### config.mk
export PLATFORM = sky130hd
export DESIGN_NAME = board_sprite_sequencer_flat
export DESIGN_NICKNAME = d
export VERILOG_FILES = /design/src/rtl/board_sprite_sequencer_if.sv /design/src/rtl/board_sprite_sequencer.sv /design/src/flat_wrapper.sv
export SDC_FILE = /design/constraint.sdc
export NUM_CORES = 1
export LEC_CHECK = 0
export CAP_MARGIN = 20
export CORE_ASPECT_RATIO = 0.8
export CORE_MARGIN = 2
export CORE_UTILIZATION = 25
export CTS_CLUSTER_DIAMETER = 40
export DETAILED_ROUTE_END_ITERATION = 10
export PLACE_DENSITY = 0.49
export SLEW_MARGIN = 25
export SYNTH_ARGS = -nofsm -noshare
export SYNTH_HDL_FRONTEND = slang
export SYNTH_SLANG_ARGS = --single-unit
### constraint.sdc
create_clock -name clk -period 2.7 [get_ports clk]
set_input_delay 0.81 -clock clk [delete_from_list [all_inputs] [get_ports clk]]
set_output_delay 0.81 -clock clk [all_outputs]
set_load 0.03 [all_outputs]
### src/rtl/board_sprite_sequencer_if.sv
// Framebuffer write-port bundle between the sprite sequencer and the writer.
// master drives the beat, slave returns ready.
interface board_sprite_sequencer_if #(
  parameter int COORD_W = 10
);
  logic               wr_valid;
  logic               wr_ready;
  logic [COORD_W-1:0] wr_x;
  logic [COORD_W-1:0] wr_y;
  logic [24:0]        wr_row;

  modport master (
    output wr_valid, wr_x, wr_y, wr_row,
    input  wr_ready
  );

  modport slave (
    input  wr_valid, wr_x, wr_y, wr_row,
    output wr_ready
  );
endinterface

### src/rtl/board_sprite_sequencer.sv
// Streams the 3x3 board's 25x25 glyphs row by row to the framebuffer writer.
// Optional cursor inversion is enabled by defining CELL_HILITE_EN.
module board_sprite_sequencer #(
  parameter int ORIGIN_X   = 0,
  parameter int ORIGIN_Y   = 0,
  parameter int CELL_PITCH = 27,
  parameter int COORD_W    = 10
) (
  input  logic        clk,
  input  logic        rst_n,
  input  logic        start,
  input  logic [17:0] board_state,
`ifdef CELL_HILITE_EN
  input  logic [3:0]  hilite_cell,
`endif
  output logic [4:0]  shape_row,
  input  logic [24:0] xrow_in,
  input  logic [24:0] orow_in,
  board_sprite_sequencer_if.master wr,
  output logic        busy,
  output logic        done,
  output logic        bad_code
);

  typedef enum logic [1:0] {
    IDLE,
    FETCH,
    VALID,
    DONE
  } state_t;

  state_t       state;
  logic [17:0]  snap;
  logic [3:0]   c;
  logic [4:0]   r;
  logic [1:0]   cx;
  logic [1:0]   cy;
  logic [1:0]   code;
  logic [24:0]  glyph;
  logic [COORD_W-1:0] nx;
  logic [COORD_W-1:0] ny;

`ifdef CELL_HILITE_EN
  logic [3:0]   hl;
`endif

  assign shape_row = r;

  always_comb begin
    code  = snap[{c, 1'b0} +: 2];
    glyph = '1;
    unique case (1'b1)
      code == 2'b01: glyph = xrow_in;
      code == 2'b10: glyph = orow_in;
      default:       glyph = '1;
    endcase
`ifdef CELL_HILITE_EN
    if (hl == c) glyph = glyph ^ '1;
`endif
    nx = COORD_W'(ORIGIN_X)
       + COORD_W'(cx) * COORD_W'(CELL_PITCH);
    ny = COORD_W'(ORIGIN_Y)
       + COORD_W'(cy) * COORD_W'(CELL_PITCH)
       + COORD_W'(r);
  end

  always_ff @(posedge clk) begin
    if (!rst_n) begin
      state       <= IDLE;
      snap        <= '0;
      c           <= '0;
      r           <= '0;
      cx          <= '0;
      cy          <= '0;
      wr.wr_valid <= 1'b0;
      wr.wr_x     <= '0;
      wr.wr_y     <= '0;
      wr.wr_row   <= '1;
      busy        <= 1'b0;
      done        <= 1'b0;
      bad_code    <= 1'b0;
`ifdef CELL_HILITE_EN
      hl          <= '1;
`endif
    end else begin
      done <= 1'b0;
      unique case (state)
        IDLE: begin
          if (start) begin
            snap  <= board_state;
`ifdef CELL_HILITE_EN
            hl    <= hilite_cell;
`endif
            c     <= '0;
            r     <= '0;
            cx    <= '0;
            cy    <= '0;
            busy  <= 1'b1;
            state <= FETCH;
          end
        end
        FETCH: begin
          wr.wr_row   <= glyph;
          wr.wr_x     <= nx;
          wr.wr_y     <= ny;
          wr.wr_valid <= 1'b1;
          if (code == 2'b11) bad_code <= 1'b1;
          state <= VALID;
        end
        VALID: begin
          if (wr.wr_ready) begin
            wr.wr_valid <= 1'b0;
            if (r < 5'd24) begin
              r     <= r + 5'd1;
              state <= FETCH;
            end else if (c < 4'd8) begin
              r <= '0;
              c <= c + 4'd1;
              // column/row of the cell grid track c without a divider
              if (cx == 2'd2) begin
                cx <= '0;
                cy <= cy + 2'd1;
              end else begin
                cx <= cx + 2'd1;
              end
              state <= FETCH;
            end else begin
              r     <= '0;
              c     <= '0;
              cx    <= '0;
              cy    <= '0;
              busy  <= 1'b0;
              done  <= 1'b1;
              state <= DONE;
            end
          end
        end
        DONE: begin
          state <= IDLE;
        end
        default: state <= IDLE;
      endcase
    end
  end

endmodule

### src/flat_wrapper.sv
// flat-port wrapper written by rule: the top's interface ports become plain ports
module board_sprite_sequencer_flat 
#(
  parameter int ORIGIN_X   = 0,
  parameter int ORIGIN_Y   = 0,
  parameter int CELL_PITCH = 27,
  parameter int COORD_W    = 10
)
  (clk, rst_n, start, board_state, shape_row, xrow_in, orow_in, busy, done, bad_code, wr_wr_valid, wr_wr_x, wr_wr_y, wr_wr_row, wr_wr_ready);
  board_sprite_sequencer_if #(.COORD_W(COORD_W)) wr_i ();
  input  logic clk;
  input  logic rst_n;
  input  logic start;
  input  logic [17:0] board_state;
  output logic [4:0] shape_row;
  input  logic [24:0] xrow_in;
  input  logic [24:0] orow_in;
  output logic busy;
  output logic done;
  output logic bad_code;
  output wire logic [$bits(wr_i.wr_valid)-1:0] wr_wr_valid;
  output wire logic [$bits(wr_i.wr_x)-1:0] wr_wr_x;
  output wire logic [$bits(wr_i.wr_y)-1:0] wr_wr_y;
  output wire logic [$bits(wr_i.wr_row)-1:0] wr_wr_row;
  input wire logic [$bits(wr_i.wr_ready)-1:0] wr_wr_ready;
  assign wr_wr_valid = wr_i.wr_valid;
  assign wr_wr_x = wr_i.wr_x;
  assign wr_wr_y = wr_i.wr_y;
  assign wr_wr_row = wr_i.wr_row;
  assign wr_i.wr_ready = wr_wr_ready;
  board_sprite_sequencer #(.ORIGIN_X(ORIGIN_X), .ORIGIN_Y(ORIGIN_Y), .CELL_PITCH(CELL_PITCH), .COORD_W(COORD_W)) u_core (.clk(clk), .rst_n(rst_n), .start(start), .board_state(board_state), .shape_row(shape_row), .xrow_in(xrow_in), .orow_in(orow_in), .wr(wr_i), .busy(busy), .done(done), .bad_code(bad_code));
endmodule
==> metrics.txt, run 1 <==
outcome=completed; Cells after Synth=415; clock sink total=75; Core Area=14300 sq um; Final Max Slew Viols=0; Initial Utilization=25.64%; Vias=3269; Detail Route Antenna Nets=0; critical path type=reg2reg; number of detailed-route iterations in the first pass=4; final-report hold violation count=0; GRT Util Overall=13.30%; grt ovf=0; Seq/Total Area, Yosys=40.96%; async set or reset register ratio after synthesis=0%; Util after Layout=36.90%; Worst path top cell family by delay=compound AO/OA/AOI/OAI gates; wire per inst=14.34 um; WP buf/inv=2; Syn. warnings=0; CTS Buf Count=9; worst min-delay path category=reg2reg; fin crit share=88.96%; PD cells=553.3 nW/um^2; hold slack=0.4452 ns; clk root buf=clkbuf_16; endpoints failing setup=0; vias in the first global route=3300; area of the die=15650 sq um; cell area after synthesis=3666 sq um; DPL Wire Length=7489 um; H-tree Lvls=3; Critical Path RT=2.90 ns; CP peak stage delay=0.59 ns; most frequent cells in the layout=clkdlybuf4s50_1 (118), nand2_1 (93), dfxtp_1 (74); Post-synth EDFFs=0; mean post-synth cell area=8.834 sq um; Static Leak=0.002111 uW; antenna violations before repair=0; CTS tree=done; top_reg_cell synth=dfxtp_1; antenna cell count=0; first-pass GRT wire length=16670 um; Worst-Skew Late Latency=0.33 ns; Area Overhead vs Synth=43.92%; Iteration-0 DRC Markers=233; commonest non-fill, non-tap cell in the layout=clkdlybuf4s50_1; max-cap violations=0; CP Cell Sequence=mux4_1 -> nor2_1 -> o41a_1 -> inv_1 -> ha_1 -> buf_4 -> a221oi_1 -> o211ai_1; Nets=616; crit path time final=2.402 ns; gpl congestion=0.7903; Rows=39; synth top area cells=dfxtp_1 (41%), nand2_1 (9.5%), ha_1 (6.8%); clk buf depth=2; drc violations=0; pre-CTS WS=-0.07599 ns; largest net degree at the start of global routing=51; Die Wd=139.4 um; I/O pins=126; Peak VDD IR=262.0 uV; fmax=0.4163 GHz; Worst slew margin=52.30%; DRT Wirelength=10160 um; Slew @ Worst Pin=0.7140 ns; Die Y=112.3 um; register bit total from synthesis=75; critical path arrival=2.60 ns; # fillers=1466; area share of the largest cell type after synthesis=40.96%; layout cells sized above 1=6.298%; Slowest-stage cell, CP=mux4_1; Crit. End Element=flip-flop; clk slew on worst S/H paths=0.06 ns; port bufs=119; distinct cell type count after synthesis=48; vias per cell=4.617; Yosys top cell by area=dfxtp_1; CP Launch Type=flip-flop; worst-path maximum fanout=25; skew final=0.004993 ns; RSZ-0062 raised after global routing=no; Worst Slack Setup Final=0.2981 ns
==> Yosys cell counts (all sizes together), types with 3 or more instances <==
master,n
a21oi,9
and2b,4
o21ai,8
nor2b,3
dfxtp,75
clkbuf,23
a21boi,33
inv,15
nand3,11
xnor2,3
buf,16
a221oi,25
nor2,9
o211ai,25
a211oi,4
nand2,93
fa,3
ha,20
nand2b,3
nand4,3
nor3,3
==> report_power, final <==
part / internal [uW] / switching [uW]
combinational: 255 / 289
sequential: 1170 / 38.1
clock: 727 / 443
total: 2150 / 769
==> final timing paths <==
kind | to | depth (start not counted) | slack [ns] | startpoint
setup reg to reg | u_core.wr.wr_row[8] | 8 | 0.30 | u_core.c[0]
hold / removal | u_core.snap[3] | 2 | 0.45 | u_core.snap[3]
setup / recovery | u_core.wr.wr_row[8] | 8 | 0.30 | u_core.c[0]
hold reg to reg | u_core.snap[3] | 2 | 0.45 | u_core.snap[3]
==> area by class of cell <==
type | instances | area, sq um | share of cell area [%]
clock buffer | 11 | 242.7 | 4.600
multi-input combinational | 291 | 1943 | 36.83
timing repair buffer | 129 | 1261 | 23.90
clock inverter | 3 | 40.04 | 0.7588
inverter | 15 | 56.30 | 1.067
sequential | 75 | 1503 | 28.48
tap | 184 | 230.2 | 4.363
==> per-stage QoR <==
stage	total power, uW	std cells	cell area [sq um]	setup TNS, ns
floorplan	1539	420	3685	0
global placement	1774	694	4990	0
detailed placement	1781	694	4990	-1.056
CTS	2972	708	5275	0
global route	3069	708	5276	0
finish	2919	708	5276	0
==> what timing repair did <==
action,CTS,global route
setup buffers,0,0
hold buffers,0,0
gates resized for setup,1,1
setup endpoints to repair,25,2
==> registers in the layout, indices dropped and copies added, names as in the netlist <==
name and count:
u_core.bad_code 1, u_core.busy 1, u_core.c 4, u_core.cx 2, u_core.cy 2, u_core.done 1
u_core.shape_row 5, u_core.snap 18, u_core.state 2, u_core.wr.wr_row 25, u_core.wr.wr_valid 1, u_core.wr.wr_x 6
u_core.wr.wr_y 7
==> logic make-up (layout without fill, tap and decap cells) <==
| group | after synthesis | after routing | share of synthesized area (%) |
|---|---|---|---|
| other cells | 1 | 6 | 0.1023 |
| buf+inv | 54 | 158 | 6.689 |
| simple gates | 140 | 140 | 17.54 |
| mux | 3 | 3 | 1.706 |
| fa+ha+maj | 23 | 23 | 8.464 |
| xor+xnor | 3 | 3 | 0.7169 |
| flops | 75 | 75 | 40.96 |
| compound gates | 116 | 116 | 23.82 |
==> metal layers <==
layer  vias to the layer above  part of all wire [%]  global-route usage, %
met5                         -                     0                      0
met4                         0                   1.1                  4.175
met3                         8                   3.7                  3.669
met2                        54                    48                  21.80
met1                      1543                    47                  17.12
li1                       1664                     -                      -
==> worst min-delay path, delay by kind of cell, from the launching register on <==
kind | cells | cell delay [ns]
AOI/OAI and AO/OA | 1 | 0.05
DFF | 1 | 0.30
and+or+nand+nor | 1 | 0.05
(Power assumes the default switching activity.)
==> inputs of run 2 (changes only) <==
--- a/config.mk
+++ b/config.mk
@@ -11,7 +11,7 @@
 export CORE_UTILIZATION = 25
 export CTS_CLUSTER_DIAMETER = 40
 export DETAILED_ROUTE_END_ITERATION = 10
-export PLACE_DENSITY = 0.49
+export PLACE_DENSITY = 0.53
 export SLEW_MARGIN = 25
 export SYNTH_ARGS = -nofsm -noshare
 export SYNTH_HDL_FRONTEND = slang
==> metrics.txt, run 2 (same netlist as run 1, synthesis figures left out) <==
Critical Path RT=2.90 ns; port bufs=119; clk root buf=clkbuf_16; worst-path maximum fanout=25; Worst slew margin=65.70%; reg2reg start=u_core.c[0]; clock sink total=75; final-report hold violation count=0; gpl congestion=0.7734; Nets=616; grt ovf=0; Worst-Skew Late Latency=0.33 ns; largest net degree at the start of global routing=44; wire per inst=14.33 um; CP Launch Type=flip-flop; H-tree Lvls=3; Slowest-stage cell, CP=mux4_1; Static Leak=0.002116 uW; layout cells sized above 1=6.844%; vias per cell=4.577; critical path arrival=2.62 ns; clk buf depth=2; Top reg by flops=u_core.wr.wr_row; vias in the first global route=3097; Die Y=112.3 um; GRT Util Overall=12.82%; DPL Wire Length=7623 um; max-cap violations=0; Area Overhead vs Synth=44.81%; pre-CTS WS=0.01165 ns; I/O pins=126; Iteration-0 DRC Markers=183; outcome=completed; biggest regs=u_core.wr.wr_row (25), u_core.snap (18), u_core.wr.wr_y (7); Worst path top cell family by delay=compound AO/OA/AOI/OAI gates; Die Wd=139.4 um; CTS Buf Count=9; setup TNS=0 ns; RSZ-0062 raised after global routing=no; DRT Wirelength=10180 um; skew final=0.007948 ns; Slew @ Worst Pin=0.5145 ns; Initial Utilization=25.64%; Util after Layout=37.13%; clk slew on worst S/H paths=0.06 ns; crit path time final=2.422 ns; Peak VDD IR=372.6 uV; fmax=0.4129 GHz; CTS tree=done; Rows=39; number of detailed-route iterations in the first pass=6; commonest non-fill, non-tap cell in the layout=clkdlybuf4s50_1; critical path type=reg2reg; postcts setup bufs=0; CP Cell Sequence=mux4_1 -> nor2_1 -> o41a_1 -> inv_1 -> ha_2 -> a221oi_1 -> o211ai_1; min-delay src=u_core.snap[1]; PD cells=558.5 nW/um^2; number of flip-flops in the largest register=25; hold_buf cts=0; design area=5309 sq um; Crit. End Element=flip-flop; WP buf/inv=1; worst min-delay path category=reg2reg; drc violations=0; first-pass GRT wire length=16190 um; fin crit share=89.70%; antenna cell count=0; crit path launch=u_core.c[0]; Detail Route Antenna Nets=0; CP peak stage delay=0.58 ns; Worst Slack Setup Final=0.2781 ns; Final Max Slew Viols=0; area of the die=15650 sq um; Core Area=14300 sq um; most frequent cells in the layout=clkdlybuf4s50_1 (118), nand2_1 (93), dfxtp_1 (75); antenna violations before repair=0; Post-DP Area=5002 sq um; endpoints failing setup=0; Vias=3250
-- run 2: report_power, final --
group	internal, uW	switching [uW]	leakage, uW
sequential	1170	39.8	0.000613
combinational	259	291	0.00136
clock	722	487	0.000142
total	2150	817	0.00212
-- run 2: final timing paths --
kind	to	slack (ns)	depth (start not counted)
worst min-delay path	u_core.snap[1]	0.45	2
worst min register to register	u_core.snap[1]	0.45	2
worst max register to register	u_core.wr.wr_row[13]	0.28	7
worst max-delay path	u_core.wr.wr_row[13]	0.28	7
-- run 2: metal layers --
layer / track usage (%) / vias up / part of all wire (%)
li1: - / 1666 / -
met1: 17.42 / 1503 / 48
met2: 20.75 / 72 / 47
met3: 3.072 / 9 / 4.3
met4: 2.896 / 0 / 1.0
met5: 0 / - / 0
-- run 2: stage by stage --
step / hold slack (ns) / power [uW] / instances
finish: 0.4507 / 2965 / 710
global route: 0.4718 / 3099 / 710
CTS: 0.4538 / 3006 / 710
detailed placement: 0.4446 / 1785 / 694
global placement: 0.4482 / 1778 / 694
floorplan: 0.4303 / 1539 / 420
-- run 2: area by class of cell --
cell class / count / area [sq um]
timing repair buffer: 129 / 1274
sequential: 75 / 1501
clock inverter: 7 / 76.32
tap: 184 / 230.2
inverter: 15 / 56.30
clock buffer: 9 / 225.2
multi-input combinational: 291 / 1946
fill: 1429 / 8989
-- run 2: what timing repair did --
item | 4_1_cts | 5_1_grt
gates resized for setup | 0 | 2
endpoints found under the hold margin | 0 | 0
setup endpoints to repair | 0 | 25
-- run 2: tightest hold or removal path, stage by stage (launching register included) --
cell      delay [ns]
dfxtp_1         0.31
nand2_1         0.05
a21boi_1        0.05
